$ cat src/rtl/pending_encoder.sv
// Queues event pulses as pending bits and emits them one index per valid/ready handshake, lowest index first.
// Index appears two edges after the event; a stalled consumer holds out_idx while new events keep accumulating.
module pending_encoder #(
  parameter int N     = 4,
  parameter int IDX_W = 2
) (
  input  logic             clk,
  input  logic             rst_n,
  input  logic             en,
  input  logic [N-1:0]     in,
  input  logic             out_ready,
  output logic [IDX_W-1:0] out_idx,
  output logic             out_valid,
  output logic [N-1:0]     pending,
  output logic             merged
);

  typedef enum logic {EMPTY, FULL} state_t;

  state_t           r_state;
  logic [N-1:0]     r_pending;
  logic [IDX_W-1:0] r_out_idx;
  logic             r_out_valid;
  logic             r_merged;

  logic [N-1:0]     w_cap;
  logic [N-1:0]     w_serve;
  logic [IDX_W-1:0] w_idx;
  logic             w_load;

  assign w_cap  = en ? in : '0;
  assign w_load = ((r_state == EMPTY) || out_ready) && (r_pending != '0);
  // Isolating the lowest set bit gives the one-hot of the index being loaded.
  assign w_serve = w_load ? (r_pending & (~r_pending + N'(1))) : '0;

  always_comb begin
    w_idx = '0;
    for (int i = N - 1; i >= 0; i--) begin
      if (r_pending[i]) w_idx = IDX_W'(i);
    end
  end

  always_ff @(posedge clk or negedge rst_n) begin
    if (!rst_n) begin
      r_state     <= EMPTY;
      r_pending   <= '0;
      r_out_idx   <= '0;
      r_out_valid <= 1'b0;
      r_merged    <= 1'b0;
    end else begin
      r_pending <= (r_pending & ~w_serve) | w_cap;
      r_merged  <= |(w_cap & r_pending & ~w_serve);
      case (r_state)
        EMPTY: begin
          if (w_load) begin
            r_state     <= FULL;
            r_out_valid <= 1'b1;
            r_out_idx   <= w_idx;
          end
        end
        FULL: begin
          if (out_ready) begin
            if (w_load) begin
              r_out_idx <= w_idx;
            end else begin
              r_state     <= EMPTY;
              r_out_valid <= 1'b0;
            end
          end
        end
        default: begin
          r_state     <= EMPTY;
          r_out_valid <= 1'b0;
        end
      endcase
    end
  end

  assign out_idx   = r_out_idx;
  assign out_valid = r_out_valid;
  assign pending   = r_pending;
  assign merged    = r_merged;

endmodule

$ cat config.mk
export PLATFORM = sky130hd
export DESIGN_NAME = pending_encoder
export DESIGN_NICKNAME = d
export VERILOG_FILES = /design/src/rtl/pending_encoder.sv
export SDC_FILE = /design/constraint.sdc
export NUM_CORES = 1
export LEC_CHECK = 0
export BUFFER_PORTS_ARGS = -buffer_cell sky130_fd_sc_hd__buf_2
export CAP_MARGIN = 30
export CORE_AREA = 3 3 40 42
export DETAILED_ROUTE_END_ITERATION = 10
export DIE_AREA = 0 0 43 45
export GPL_TIMING_DRIVEN = 0
export MAX_ROUTING_LAYER = met4
export SETUP_SLACK_MARGIN = 0.15
export SYNTH_ARGS = -nofsm -noshare
export SYNTH_HDL_FRONTEND = slang
export SYNTH_SLANG_ARGS = --single-unit
export TNS_END_PERCENT = 10
$ cat constraint.sdc
create_clock -name clk -period 1.5 [get_ports clk]
set_input_delay 0 -clock clk [delete_from_list [all_inputs] [get_ports clk]]
set_output_delay 0 -clock clk [all_outputs]
set_load 0.005 [all_outputs]
==> metrics.txt, run 1 <==
io pins=16; Worst Max-Slew Pin Slew=315 ps; power per cell area=about 1100 mW/mm^2; Worst-path clk slew=approximately 60 ps; WHS Endpoint=out_valid; FF-to-FF End=merged; Crit Path Class=flop to flop; mapped cell area=408 sq um; post-synthesis mux area share=0; Mean Syn Cell Area=10.2 sq um; Ys Warns=0; final hold vios=0; top cells by count, synth=dfrtp_1, nand2_1, nor2_1; Tmin final=around 1200 ps; critical path cell sequence=nand2b_1 > o311ai_1 > a31oi_1; worst hold path class=input port to flop; Synth Flop Type=dfrtp_1; worst r2r src=pending[0]; CTS root buf=clkbuf_4; Power Total=between 0.6 and 0.7 mW; worst reg2reg path depth=3; area growth from synthesis to layout=44.2%; H-tree depth=1; Overall Global Routing Usage=0.113; fraction of registers with async set/reset=1.00; Port Buffers=15; Finish-stage setup viols=0; post-synth cell types=17; DRC Markers=0; Starting Density=0.317; worst path buffer plus inverter count=0; Via density=between 4 and 5; Final Net Count=74; most frequent cell after synthesis=dfrtp_1; number of max-cap violations=0; die height=approximately 45 um; WP data required=roughly 1600 ps; CP Launch Type=flop; Rel. slew slack=0.788; row cnt=13; clock skew=around 6.3 ps; TritonCTS Sinks=9; die area=between 0.0015 and 0.002 sq mm; DRT antenna net count=0; # diodes=0; Vias=371; critical-path maximum fanout=6; fmax=849 MHz; synth top area cells=dfrtp_1, nand2_1, a22o_1, nor2_1, a21oi_1; setup_tns=0 ps; DR iter-0 viols=0; Compound-Gate Fraction of Synth Area=0.193; drt pass-1 iters=1; Post-synth EDFFs=0; GRT overflow=0; CP arrival=around 1300 ps; Pleak=around 0.27 nW; critical path's slowest cell=dfrtp_1; RSZ-0062 raised after global routing=no; WL/cell=approximately 11 um; fin. max-slew vios=0; post-synthesis adder-cell area fraction=0; clock latency on the worst-skew pair=~250 ps; hold path depth=4; status=complete, no violations; Critical Path Sink Type=flop; Synth Area in XOR/XNOR=0; Synth area leader=dfrtp_1; Final GP Congestion=around 0.78; final WL=around 900 um; CTS tree=yes; layout cell share with drive strength beyond 1=0.323; syn nets=48; slowest stage delay, CP=~430 ps; sequential-to-total area share from yosys stat=0.552; fin crit share=0.785; Hold Path Origin=out_ready; dpl hpwl=~690 um; r2r setup slk=~320 ps; number of synthesized register bits=9; largest net degree at the start of global routing=10; largest family of logic cells by synthesized area=simple AND/OR/NAND/NOR gates; vias in the first global route=366; VDD IR max=0.581 mV; initial antenna violation count=0; Yosys top cell area share=0.552; TritonCTS Buffers=3; core box area=between 0.001 and 0.0015 sq mm; Max clock buf depth=2; delay-heaviest family, CP=flip-flops; post-synthesis simple-gate area fraction=0.245; total stage count of the critical path=3; die width=about 43 um; first-pass GRT wire length=1530 um; Gate Count Post-Synth=40
## logic make-up (layout without fill, tap and decap cells)
kind of cell	after synthesis	in the layout
flops	9	9
compound gates	11	11
buf+inv	1	26
simple gates	19	19
## area by class of cell
cell class,count,area [sq um]
Clock buffer,4,26.3
Sequential cell,9,225
Timing Repair Buffer,21,135
Multi-Input combinational cell,30,179
Inverter,1,3.75
Fill cell,132,697
Tap cell,15,18.8
## worst reg2reg max path: stages, from the launching register on
cell,delay [ps]
dfrtp_1,430
nand2b_1,240
o311ai_1,260
a31oi_1,120
## layout by cell type, fill, tap and decap left out, drive strengths merged
master	n
o22a	1
dfrtp	9
o31ai	1
nor4	1
a21oi	3
and2b	1
nand3	1
nor2	5
dlygate4sd3	6
a31oi	2
and3	1
a22o	3
clkbuf	4
inv	1
nand2b	2
nand2	7
nor2b	1
buf	15
o311ai	1
## worst max-delay path by stage
stage / start / endpoint / slack (ps)
floorplan: pending[0] / merged / 420
global placement: pending[0] / merged / 340
detailed placement: pending[0] / merged / 330
CTS: pending[0] / merged / 320
global route: pending[0] / merged / 190
finish: pending[0] / merged / 320
## registers in the layout, summed over array words and instances, names as in the netlist
register / flops
r_state: 1
pending: 4
out_idx: 2
merged: 1
out_valid: 1
## through the flow
stage	cells	setup slack [ps]	hold WS (ps)	utilization	cell area, sq um
2_1_floorplan	40	423	-296	-	408
4_1_cts	80	317	28.2	0.458	588
5_1_grt	80	192	74.7	0.458	588
6_report	80	323	31.9	0.458	588
3_3_place_gp	70	340	-139	0.390	502
3_5_place_dp	70	327	-136	0.390	502
## metal layers
metal  track usage  vias to the layer above  share of wire
met5             -                        -              0
met4        0.0723                        0          0.011
met3        0.0239                        2          0.067
met2         0.147                       11           0.41
met1         0.156                      162           0.51
li1              -                      196              -
## repair_timing
action	in CTS	in global routing
hold endpoints to repair	14	0
gates resized for setup	0	0
hold buffers	6	0
setup buffers	0	0
## power breakdown
group / internal (mW) / switching (mW)
Sequential: 0.284 / 0.0473
Combinational: 0.0840 / 0.0632
Clock: 0.102 / 0.0801
Total: 0.471 / 0.191
Note: power is estimated with default switching activity, not from simulation.
==> run 2, diff against run 1 <==
- ABC_AREA: default -> 1
- clock period: 1.5 -> 1.1 ns (I/O delays scaled with it)
==> run 2 against run 1 <==
Net effect: highest routed layer unchanged; fmax increased by 12%; worst hold slack worse by 32 ps; worst setup slack worse by 270 ps; largest power group unchanged; utilization grew 5.2 points; synthesized cell count is 28% higher; synthesized area grew 5.8%; combinational power up 73%.
==> metrics.txt, run 2 <==
Port Buffers=15; most frequent cell after synthesis=nand2_1; Post-Place Cells=between 80 and 90; area growth from synthesis to layout=51.6%; RSZ-0062 raised after global routing=yes; synth top area cells=dfrtp_1, nand2_1, nand2_4, nand3_1, o21ai_1; mapped cell area=roughly 430 sq um; fin crit share=0.953; GRT overflow=0; Mean Syn Cell Area=8.46 sq um; row cnt=13; Yosys top cell area share=0.522; critical path's slowest cell=dfrtp_2; most frequent cells in the layout=nand2_1, buf_2, dfrtp_1; max FFs per register=4; power per cell area=between 1000 and 1500 mW/mm^2; largest net degree at the start of global routing=10; CP arrival=around 1200 ps; io pins=16; Synth area leader=dfrtp_1; Gate Count Post-Synth=a little over 50; Power Total=a little under 1 mW; Critical Path Sink Type=flop; DRC Markers=0; Overall Global Routing Usage=0.129; H-tree depth=1; Layout Cells excl Fill=95; TritonCTS Sinks=9; Final Net Count=89; fmax=approximately 950 MHz; Via density=4.38; top cells by count, synth=nand2_1, dfrtp_1, inv_1; Vias=about 420; drt pass-1 iters=4; post-synth cell types=12; DRT antenna net count=0; first-pass GRT wire length=about 1700 um; fraction of registers with async set/reset=1.00; syn nets=59; number of synthesized register bits=9; die area=just under 0.002 sq mm; VDD IR max=~0.65 mV; fin. max-slew vios=0; sequential-to-total area share from yosys stat=0.522; vias in the first global route=between 400 and 500; Worst-path clk slew=roughly 70 ps; initial antenna violation count=0; Post-synth EDFFs=0; TritonCTS Buffers=3; CP Launch Type=flop; Max clock buf depth=2; worst hold path class=input port to flop; clock skew=~8.3 ps; status=complete, no violations; final WL=between 900 and 1000 um; Starting Density=0.336; layout cell share with drive strength beyond 1=0.413; most common cell after layout, fill and taps aside=nand2_1; Finish-stage setup viols=0; die height=approximately 45 um; FILL cells=130; final hold vios=0; critical-path maximum fanout=4; clock latency on the worst-skew pair=roughly 270 ps; CTS tree=yes; Pleak=0.336 nW; Crit Path Class=flop to flop; Tmin final=1050 ps; Worst Max-Slew Pin Slew=209 ps; CTS root buf=clkbuf_4; DR iter-0 viols=6; WP data required=1250 ps; Final GP Congestion=about 0.80; Rel. slew slack=0.860; # diodes=0; die width=about 43 um; critical path cell sequence=nor2_4 > nand2_2 > buf_4 > nor2_2 > o21ai_1; Synth Flop Type=dfrtp_1; Ys Warns=0; dpl hpwl=approximately 660 um; core box area=0.00128 sq mm; slowest stage delay, CP=between 400 and 500 ps; number of max-cap violations=0; WL/cell=10.5 um
## run 2: metal layers
metal,part of all wire,global-route usage,vias up,wire (um)
li1,-,-,220,-
met1,0.46,0.160,175,464
met2,0.45,0.192,16,451
met3,0.058,0.0239,5,58
met4,0.025,0.0904,0,25
met5,0,-,-,0
## run 2: area by class of cell
cell class / count / area, sq um / share of cell area
multi-input combinational: 37 / 200 / 0.306
clock buffer: 4 / 26.3 / 0.0402
inverter: 5 / 18.8 / 0.0287
timing repair buffer: 25 / 163 / 0.249
sequential: 9 / 228 / 0.348
tap: 15 / 18.8 / 0.0287
## run 2: repair_timing
action | 4_1_cts | 5_1_grt
buffers inserted | 3 | 2
endpoints found under the hold margin | 13 | 0
pin swaps | 0 | 7
gates resized for setup | 3 | 2
setup endpoints to repair | 8 | 11
hold buffers | 5 | 0
## run 2: final timing paths
check,from,end,slack [ps],cells past startpoint
worst max register to register,pending[0],out_valid,50,5
max in group asynchronous,rst_n,pending[2],790,2
worst min register to register,out_idx[0],out_idx[0],480,2
min in group asynchronous,rst_n,out_idx[0],110,2
worst max-delay path,pending[0],out_valid,50,5
worst min-delay path,en,pending[2],0.2,3
## run 2: critical path, delay by kind of cell, from the launching register on
kind / cells / cell delay (ps)
flip-flops: 1 / 440
AND/OR/NAND/NOR: 3 / 300
AO/OA/AOI/OAI: 1 / 60
buffers and inverters: 1 / 140
## run 2: power breakdown
group / total (mW) / internal, mW / switching (mW)
registers: 0.442 / 0.391 / 0.0511
clock network: 0.277 / 0.140 / 0.137
logic: 0.254 / 0.133 / 0.122
## run 2: cells by family after synthesis
family / synth area share
flip-flops: 0.522
AO/OA/AOI/OAI: 0.0464
AND/OR/NAND/NOR: 0.388
buffers and inverters: 0.0435
## run 2: stage by stage
stage          instance area (sq um)  setup TNS [ps]  utilization  hold slack (ps)  worst slack [ps]
3_3_place_gp                     526               0        0.409             -136              2.52
4_1_cts                          632               0        0.492             2.99              81.3
2_1_floorplan                    432               0            -             -296              77.3
5_1_grt                          654           -42.2        0.509             21.9             -24.9
3_5_place_dp                     526           -5.20        0.409             -133             -5.20
6_report                         654               0        0.509            0.238              51.8
